<file path="config.mk">
export PLATFORM = sky130hd
export DESIGN_NAME = ins_fetch_seq
export DESIGN_NICKNAME = d
export VERILOG_FILES = /design/src/rtl/ins_fetch_seq.sv
export SDC_FILE = /design/constraint.sdc
export NUM_CORES = 1
export LEC_CHECK = 0
export CORE_MARGIN = 5
export CORE_UTILIZATION = 42
export DETAILED_ROUTE_END_ITERATION = 12
export PLACE_DENSITY_LB_ADDON = 0.1
export SLEW_MARGIN = 20
export SYNTH_ARGS = -nofsm -noshare
export SYNTH_HDL_FRONTEND = slang
export SYNTH_SLANG_ARGS = --single-unit
</file>
<file path="constraint.sdc">
create_clock -name clk -period 3.8 [get_ports clk]
set_input_delay 0.95 -clock clk [delete_from_list [all_inputs] [get_ports clk]]
set_output_delay 0.95 -clock clk [all_outputs]
set_load 0.005 [all_outputs]
</file>
<file path="src/rtl/ins_fetch_seq.sv">
// Fetch/decode sequencer: issues instruction reads at the PC, decodes the returned word
// and emits a one-cycle execute strobe. HALT and fetch faults are sticky until reset.
module ins_fetch_seq #(
    parameter int          ACK_TIMEOUT = 16,
    parameter logic [4:0]  HALT_OP     = 5'b11111
) (
    input  logic        clk,
    input  logic        reset,
    input  logic        run,
    input  logic [31:0] ins_address,
    output logic        mem_req,
    output logic [31:0] mem_addr,
    input  logic        mem_ack,
    input  logic [31:0] mem_rdata,
    output logic [31:0] instr,
    output logic [4:0]  opcode,
    output logic [31:0] imm_ext,
    output logic        en_exe_pulse,
    output logic        busy,
    output logic        halted,
    output logic        fault,
    output logic [1:0]  fault_code
);

    localparam int CNT_W = $clog2(ACK_TIMEOUT + 1);
    localparam logic [CNT_W-1:0] CNT_LIMIT = CNT_W'(ACK_TIMEOUT);

    typedef enum logic [2:0] {
        S_IDLE   = 3'd0,
        S_FETCH  = 3'd1,
        S_DECODE = 3'd2,
        S_EXEC   = 3'd3,
        S_HALT   = 3'd4,
        S_FAULT  = 3'd5
    } state_t;

    state_t            state_q, state_d;
    logic              req_q, req_d;
    logic [31:0]       addr_q, addr_d;
    logic [CNT_W-1:0]  cnt_q, cnt_d;
    logic [31:0]       instr_q, instr_d;
    logic [4:0]        opcode_q, opcode_d;
    logic [31:0]       imm_q, imm_d;
    logic [1:0]        fcode_q, fcode_d;
    logic [CNT_W-1:0]  cnt_inc;

    always_ff @(posedge clk or posedge reset) begin
        if (reset) begin
            state_q  <= S_IDLE;
            req_q    <= 1'b0;
            addr_q   <= '0;
            cnt_q    <= '0;
            instr_q  <= '0;
            opcode_q <= '0;
            imm_q    <= '0;
            fcode_q  <= '0;
        end else begin
            state_q  <= state_d;
            req_q    <= req_d;
            addr_q   <= addr_d;
            cnt_q    <= cnt_d;
            instr_q  <= instr_d;
            opcode_q <= opcode_d;
            imm_q    <= imm_d;
            fcode_q  <= fcode_d;
        end
    end

    assign cnt_inc = cnt_q + 1'b1;

    // FETCH spends its first cycle (req_q=0) checking alignment of the now-stable PC,
    // so an EXEC-time PC update is seen before any request goes out.
    always_comb begin
        state_d  = state_q;
        req_d    = req_q;
        addr_d   = addr_q;
        cnt_d    = cnt_q;
        instr_d  = instr_q;
        opcode_d = opcode_q;
        imm_d    = imm_q;
        fcode_d  = fcode_q;
        case (state_q)
            S_IDLE: begin
                cnt_d = '0;
                if (run) begin
                    state_d = S_FETCH;
                end
            end
            S_FETCH: begin
                if (!req_q) begin
                    if (ins_address[1:0] != 2'b00) begin
                        state_d = S_FAULT;
                        fcode_d = 2'b10;
                    end else begin
                        req_d  = 1'b1;
                        addr_d = ins_address;
                        cnt_d  = '0;
                    end
                end else if (mem_ack) begin
                    instr_d = mem_rdata;
                    req_d   = 1'b0;
                    cnt_d   = '0;
                    state_d = S_DECODE;
                end else if (cnt_inc == CNT_LIMIT) begin
                    req_d   = 1'b0;
                    cnt_d   = cnt_inc;
                    fcode_d = 2'b01;
                    state_d = S_FAULT;
                end else begin
                    cnt_d = cnt_inc;
                end
            end
            S_DECODE: begin
                opcode_d = instr_q[31:27];
                imm_d    = {{16{instr_q[15]}}, instr_q[15:0]};
                state_d  = (instr_q[31:27] == HALT_OP) ? S_HALT : S_EXEC;
            end
            S_EXEC: begin
                state_d = run ? S_FETCH : S_IDLE;
            end
            S_HALT, S_FAULT: begin
                state_d = state_q;
            end
            default: begin
                state_d = S_IDLE;
            end
        endcase
    end

    always_comb begin
        mem_req      = req_q;
        mem_addr     = addr_q;
        instr        = instr_q;
        opcode       = opcode_q;
        imm_ext      = imm_q;
        fault_code   = fcode_q;
        en_exe_pulse = (state_q == S_EXEC);
        busy         = (state_q == S_FETCH) || (state_q == S_DECODE) || (state_q == S_EXEC);
        halted       = (state_q == S_HALT);
        fault        = (state_q == S_FAULT);
    end

endmodule

</file>
# Word-level counts from Yosys, hierarchy flattened
# Index checks and enable logic that the tools add are counted.
# W data, S select, Z words.
dict set report totals {
  output_inout_bits 108
  regBits 96
  inputBits 68
  elab_cells 57
}
dict set report op_classes {
  bitwise 3
  muxes 20
  addsub 1
  n_reduce_logical 12
  n_eq_ne 13
}
# op n
set op_table {}
lappend op_table {{$mux W3} 6}
lappend op_table {{$mux W5} 3}
lappend op_table {{$pmux W3 S5} 1}
lappend op_table {{$eq A5 B5 Y1 const B} 2}
lappend op_table {{$pmux W5 S2} 1}
lappend op_table {{$mux W2} 4}
lappend op_table {{$reduce_and A4 Y1} 2}
lappend op_table {{$eq A3 B2 Y1 const B} 2}
lappend op_table {{$eq A3 B3 Y1 const B} 2}
lappend op_table {{$ne A3 B3 Y1 const B} 2}
lappend op_table {{$reduce_and A3 Y1} 2}
lappend op_table {{$reduce_bool A2 Y1} 3}
lappend op_table {{$add A5 B1 Y5 const B} 1}
lappend op_table {{$mux W1} 5}
lappend op_table {{$ne A2 B2 Y1 const B} 2}
lappend op_table {{$ne A4 B4 Y1 const B} 1}
lappend op_table {{$eq A3 B1 Y1 const B} 1}
lappend op_table {{$logic_not A3 Y1} 1}
lappend op_table {{$not A1 Y1} 3}
lappend op_table {{$logic_or A1 B1 Y1} 2}
lappend op_table {{$ne A2 B1 Y1 const B} 1}
lappend op_table {{$reduce_and A2 Y1} 1}
lappend op_table {{$reduce_or A2 Y1} 1}

# Longest topological paths before layout
dict set report logic_depth {
  depth_word 6
  ltp_mapped 7
  depth_no_buf 5
}

# Worst setup path before layout
# OpenSTA, ideal clock, no wires.
dict set report synth_timing {
  kind {input to register}
  start {in mem_ack}
  end {reg state_q[0]}
  required_ns 3.721
  path_buffers 0
  setup_ns 0.079
  cell_stages 4
  slack_ns 1.889
  t_arrival_ns 1.832
  path_cell_list {nor4b_4 nand2_1 o221ai_2 mux2i_1}
}
dict set report synth_between {
  elab_chain_cells 3
  word_cells_on_any_way 5
  cone_classes {eq/ne: 1; mux: 3; reduce/logical: 1}
}
# element line_no
set synth_rtl {}
lappend synth_rtl {{start: declaration} 13} ;# input logic mem_ack,
lappend synth_rtl {{$mux W3} 99} ;# end else if (mem_ack) begin
lappend synth_rtl {{$mux W3} 90} ;# if (!req_q) begin
lappend synth_rtl {{$pmux W3 S5} 82} ;# case (state_q)
lappend synth_rtl {{end signal: assignment} 58} ;# state_q <= state_d;
lappend synth_rtl {{end: declaration} 37} ;# state_t state_q, state_d;
# Several ways; a longest one is shown, not always the timed one.
# A chain may end at the register's enable or synchronous reset.

# Final worst setup path
dict set report layout_timing {
  start {reg state_q[1]}
  end {out halted}
}
dict set report layout_between {
  elab_chain_cells 1
}
# element line_no
set layout_rtl {}
lappend layout_rtl {{$eq A3 B3 Y1} 139} ;# halted = (state_q == S_HALT);
lappend layout_rtl {{end: declaration} 20} ;# output logic halted,
# Every way passes these cells.

==> qor.yml <==
worst_hold_path:
  hp-class: "reg -> reg"
sta:
  setup_viol_count_final: 0
  tightest_slew_ns: 0.678
  fin_ws_ns: 1.13
  fin_crit_sh_pct: 70.4
  finalHoldViolations: 0
  rsz0062_at_grt: "no"
  period_needed_ns: 2.67
  setup_tns_ns: 0
  relSlewSlack_pct: 54.4
  clock_skew_ns: 0.0103
  report.final.slew_viol_count: 0
  fmax_mhz: 374
floorplanning:
  fp-row-count: 36
  initial_core_util_pct: 42.5
  dieHeight_um: 108
  die_w_um: 108
  num_io_pins: 176
  core_area_mm2: 0.00959
  dieArea_mm2: 0.0118
worst_setup_path:
  path_max_fanout: 10
  path_class: "reg -> out"
  worstSetupEndpointType: "primary output"
  required_ns: 2.85
  critPathLaunchType: "register"
  arrival_ns: 1.72
placed_design:
  place_ws_ns: 1.01
  gp_congestion: 0.804
  io_buffer_count: 175
  dpl.hpwl_um: 6810
grt:
  grt.total_usage_pct: 16.1
  grt_pass1_wl_um: 14600
  grt_overflow: 0
  grt_max_degree: 51
  grt_pass1_vias: 2810
  antenna_found_initial: 0
layout:
  final_cell_mix: "175 x clkdlybuf4s50_1, 96 x dfrtp_1, 55 x mux2_2, 27 x mux2_4, 13 x nor2_1"
  num_antenna_cells: 0
  syn_to_final_growth_pct: 47.7
  n_fill_cell: 792
  layout-drive-gt1-share_pct: 24.1
  nets: 503
  layout_commonest_cell: "clkdlybuf4s50_1"
drt:
  via_per_inst: 4.75
  dr.pass1.iters: 4
  drt-total-wl_um: 9280
  drc: 0
  ant_nets: 0
  wl_per_cell_um: 16.2
  num_vias: 2719
  first_iter_violations: 77
power_and_ir_drop:
  p_per_area_mw_per_mm2: 585
  p_leak_nw: 2.74
  peakVddDrop_uv: 336
  power.total_w: 0.00352
clock_network:
  cts_hold_buffers: 0
  cts_sinks: 96
  path_clk_slew_ns: 0.09
  postCtsSetupRepairBufs: 0
  clk_latency_ns: 0.35
  cts_buffer_depth: 2
  cts_buffers: 9
  cts_resized: 0
  cts_root_buf: "clkbuf_8"
  cts_tree: "built"
  htree_levels: 3
job:
  max_cap_violations: 0
yosys:
  synth_top_cell_by_area: "dfrtp_1"
  synthTopCellsByArea: "dfrtp_1 59%, mux2_2 15%, mux2_4 10%"
  yosysWarnings: 0
  ys_ff_latch: 96
  synth_cell_types: 35
  syn_nets: 344
  synthesis.area_mm2: 0.00407
  synth.top_cell.area_share_pct: 59.0
  avgSynthCellArea_um2: 14.8
  synthCells: 275
  ys_seq_area_share_pct: 59.0
run_status:
  status: "complete, no violations"
[sequential cells by signal, summed over array words and instances (netlist names)]
signal      flops
state_q         3
imm_ext        16
fault_code      2
mem_req         1
mem_addr       32
opcode          5
cnt_q           5
instr          32
[cells by family after synthesis]
logic type / count (synthesis) / synth area share, %
xor gates and xnor gates: 2 / 0.430
DFF: 96 / 59.0
AOI/OAI and AO/OA: 20 / 3.44
muxes: 84 / 25.7
adders and majority gates: 1 / 0.307
and+or+nand+nor: 39 / 5.44
buffers and inverters: 33 / 5.74
[final cells by class]
| cell class | instances | area (µm²) | area share [%] |
|---|---|---|---|
| Clock buffer | 13 | 149 | 2.47 |
| Clock inverter | 3 | 65.1 | 1.08 |
| Inverter | 4 | 17.5 | 0.291 |
| Multi-Input combinational cell | 146 | 1440 | 23.9 |
| Sequential cell | 96 | 2400 | 39.9 |
| Tap cell | 133 | 166 | 2.77 |
| Timing Repair Buffer | 177 | 1780 | 29.6 |
[through the flow]
stage / utilization, % / area (µm²) / hold WS [ns] / std cells
global placement: 60.5 / 5800 / 0.468 / 556
finish: 62.7 / 6020 / 0.489 / 572
floorplan: - / 4070 / 0.478 / 275
detailed placement: 60.5 / 5800 / 0.473 / 556
CTS: 62.7 / 6020 / 0.496 / 572
global route: 62.7 / 6020 / 0.521 / 572
[worst max-delay path, stage by stage (launching register included)]
cell and delay, ns:
dfrtp_1 0.52, nand2b_1 0.24, nor2_1 0.10, clkdlybuf4s50_1 0.51
[power breakdown]
part,switching (W),internal [W],leakage [nW]
Clock,0.000332,0.000389,0.108
Sequential,0.000220,0.00132,1.26
Combinational,0.000347,0.000912,1.36
Total,0.000899,0.00262,2.74
[worst paths after layout]
| kind | startpoint | to | slack, ns | cells past startpoint |
|---|---|---|---|---|
| max | state_q[1] | halted | 1.13 | 3 |
| min | mem_addr[1] | mem_addr[1] | 0.49 | 1 |
| max reg2reg | state_q[0] | mem_addr[10] | 1.75 | 4 |
| min reg2reg | mem_addr[1] | mem_addr[1] | 0.49 | 1 |
| max in group asynchronous | reset | instr[12] | 2.10 | 3 |
| min in group asynchronous | reset | mem_addr[10] | 1.02 | 2 |
[synth_stat cells]
library cell  number
dfrtp_1           96
mux2_2            55
mux2_4            27
buf_4             23
nor2_1            13
nand2_1           12
o21ai_0            7
nand3_1            4
a21oi_1            3
and2_1             3
buf_6              3
inv_1              3
clkbuf_1           2
o31ai_1            2
xor2_1             2
a21bo_2            1
a21o_1             1
a222oi_1           1
a22oi_1            1
a32o_1             1
buf_2              1
ha_1               1
inv_2              1
mux2_1             1
mux2i_1            1
nand2b_1           1
nand3b_1           1
nand3b_4           1
nand4b_1           1
nor2_2             1
nor3_4             1
nor4b_4            1
o221ai_2           1
o22ai_1            1
o31a_1             1
[routing by layer]
metal	vias up	GRT usage, %	wire length, µm
li1	1255	-	-
met2	84	25.9	4630
met5	-	0	0
met3	9	6.45	864
met1	1371	19.4	3680
met4	0	5.95	105
No activity file was read; power rests on OpenSTA's default activity.
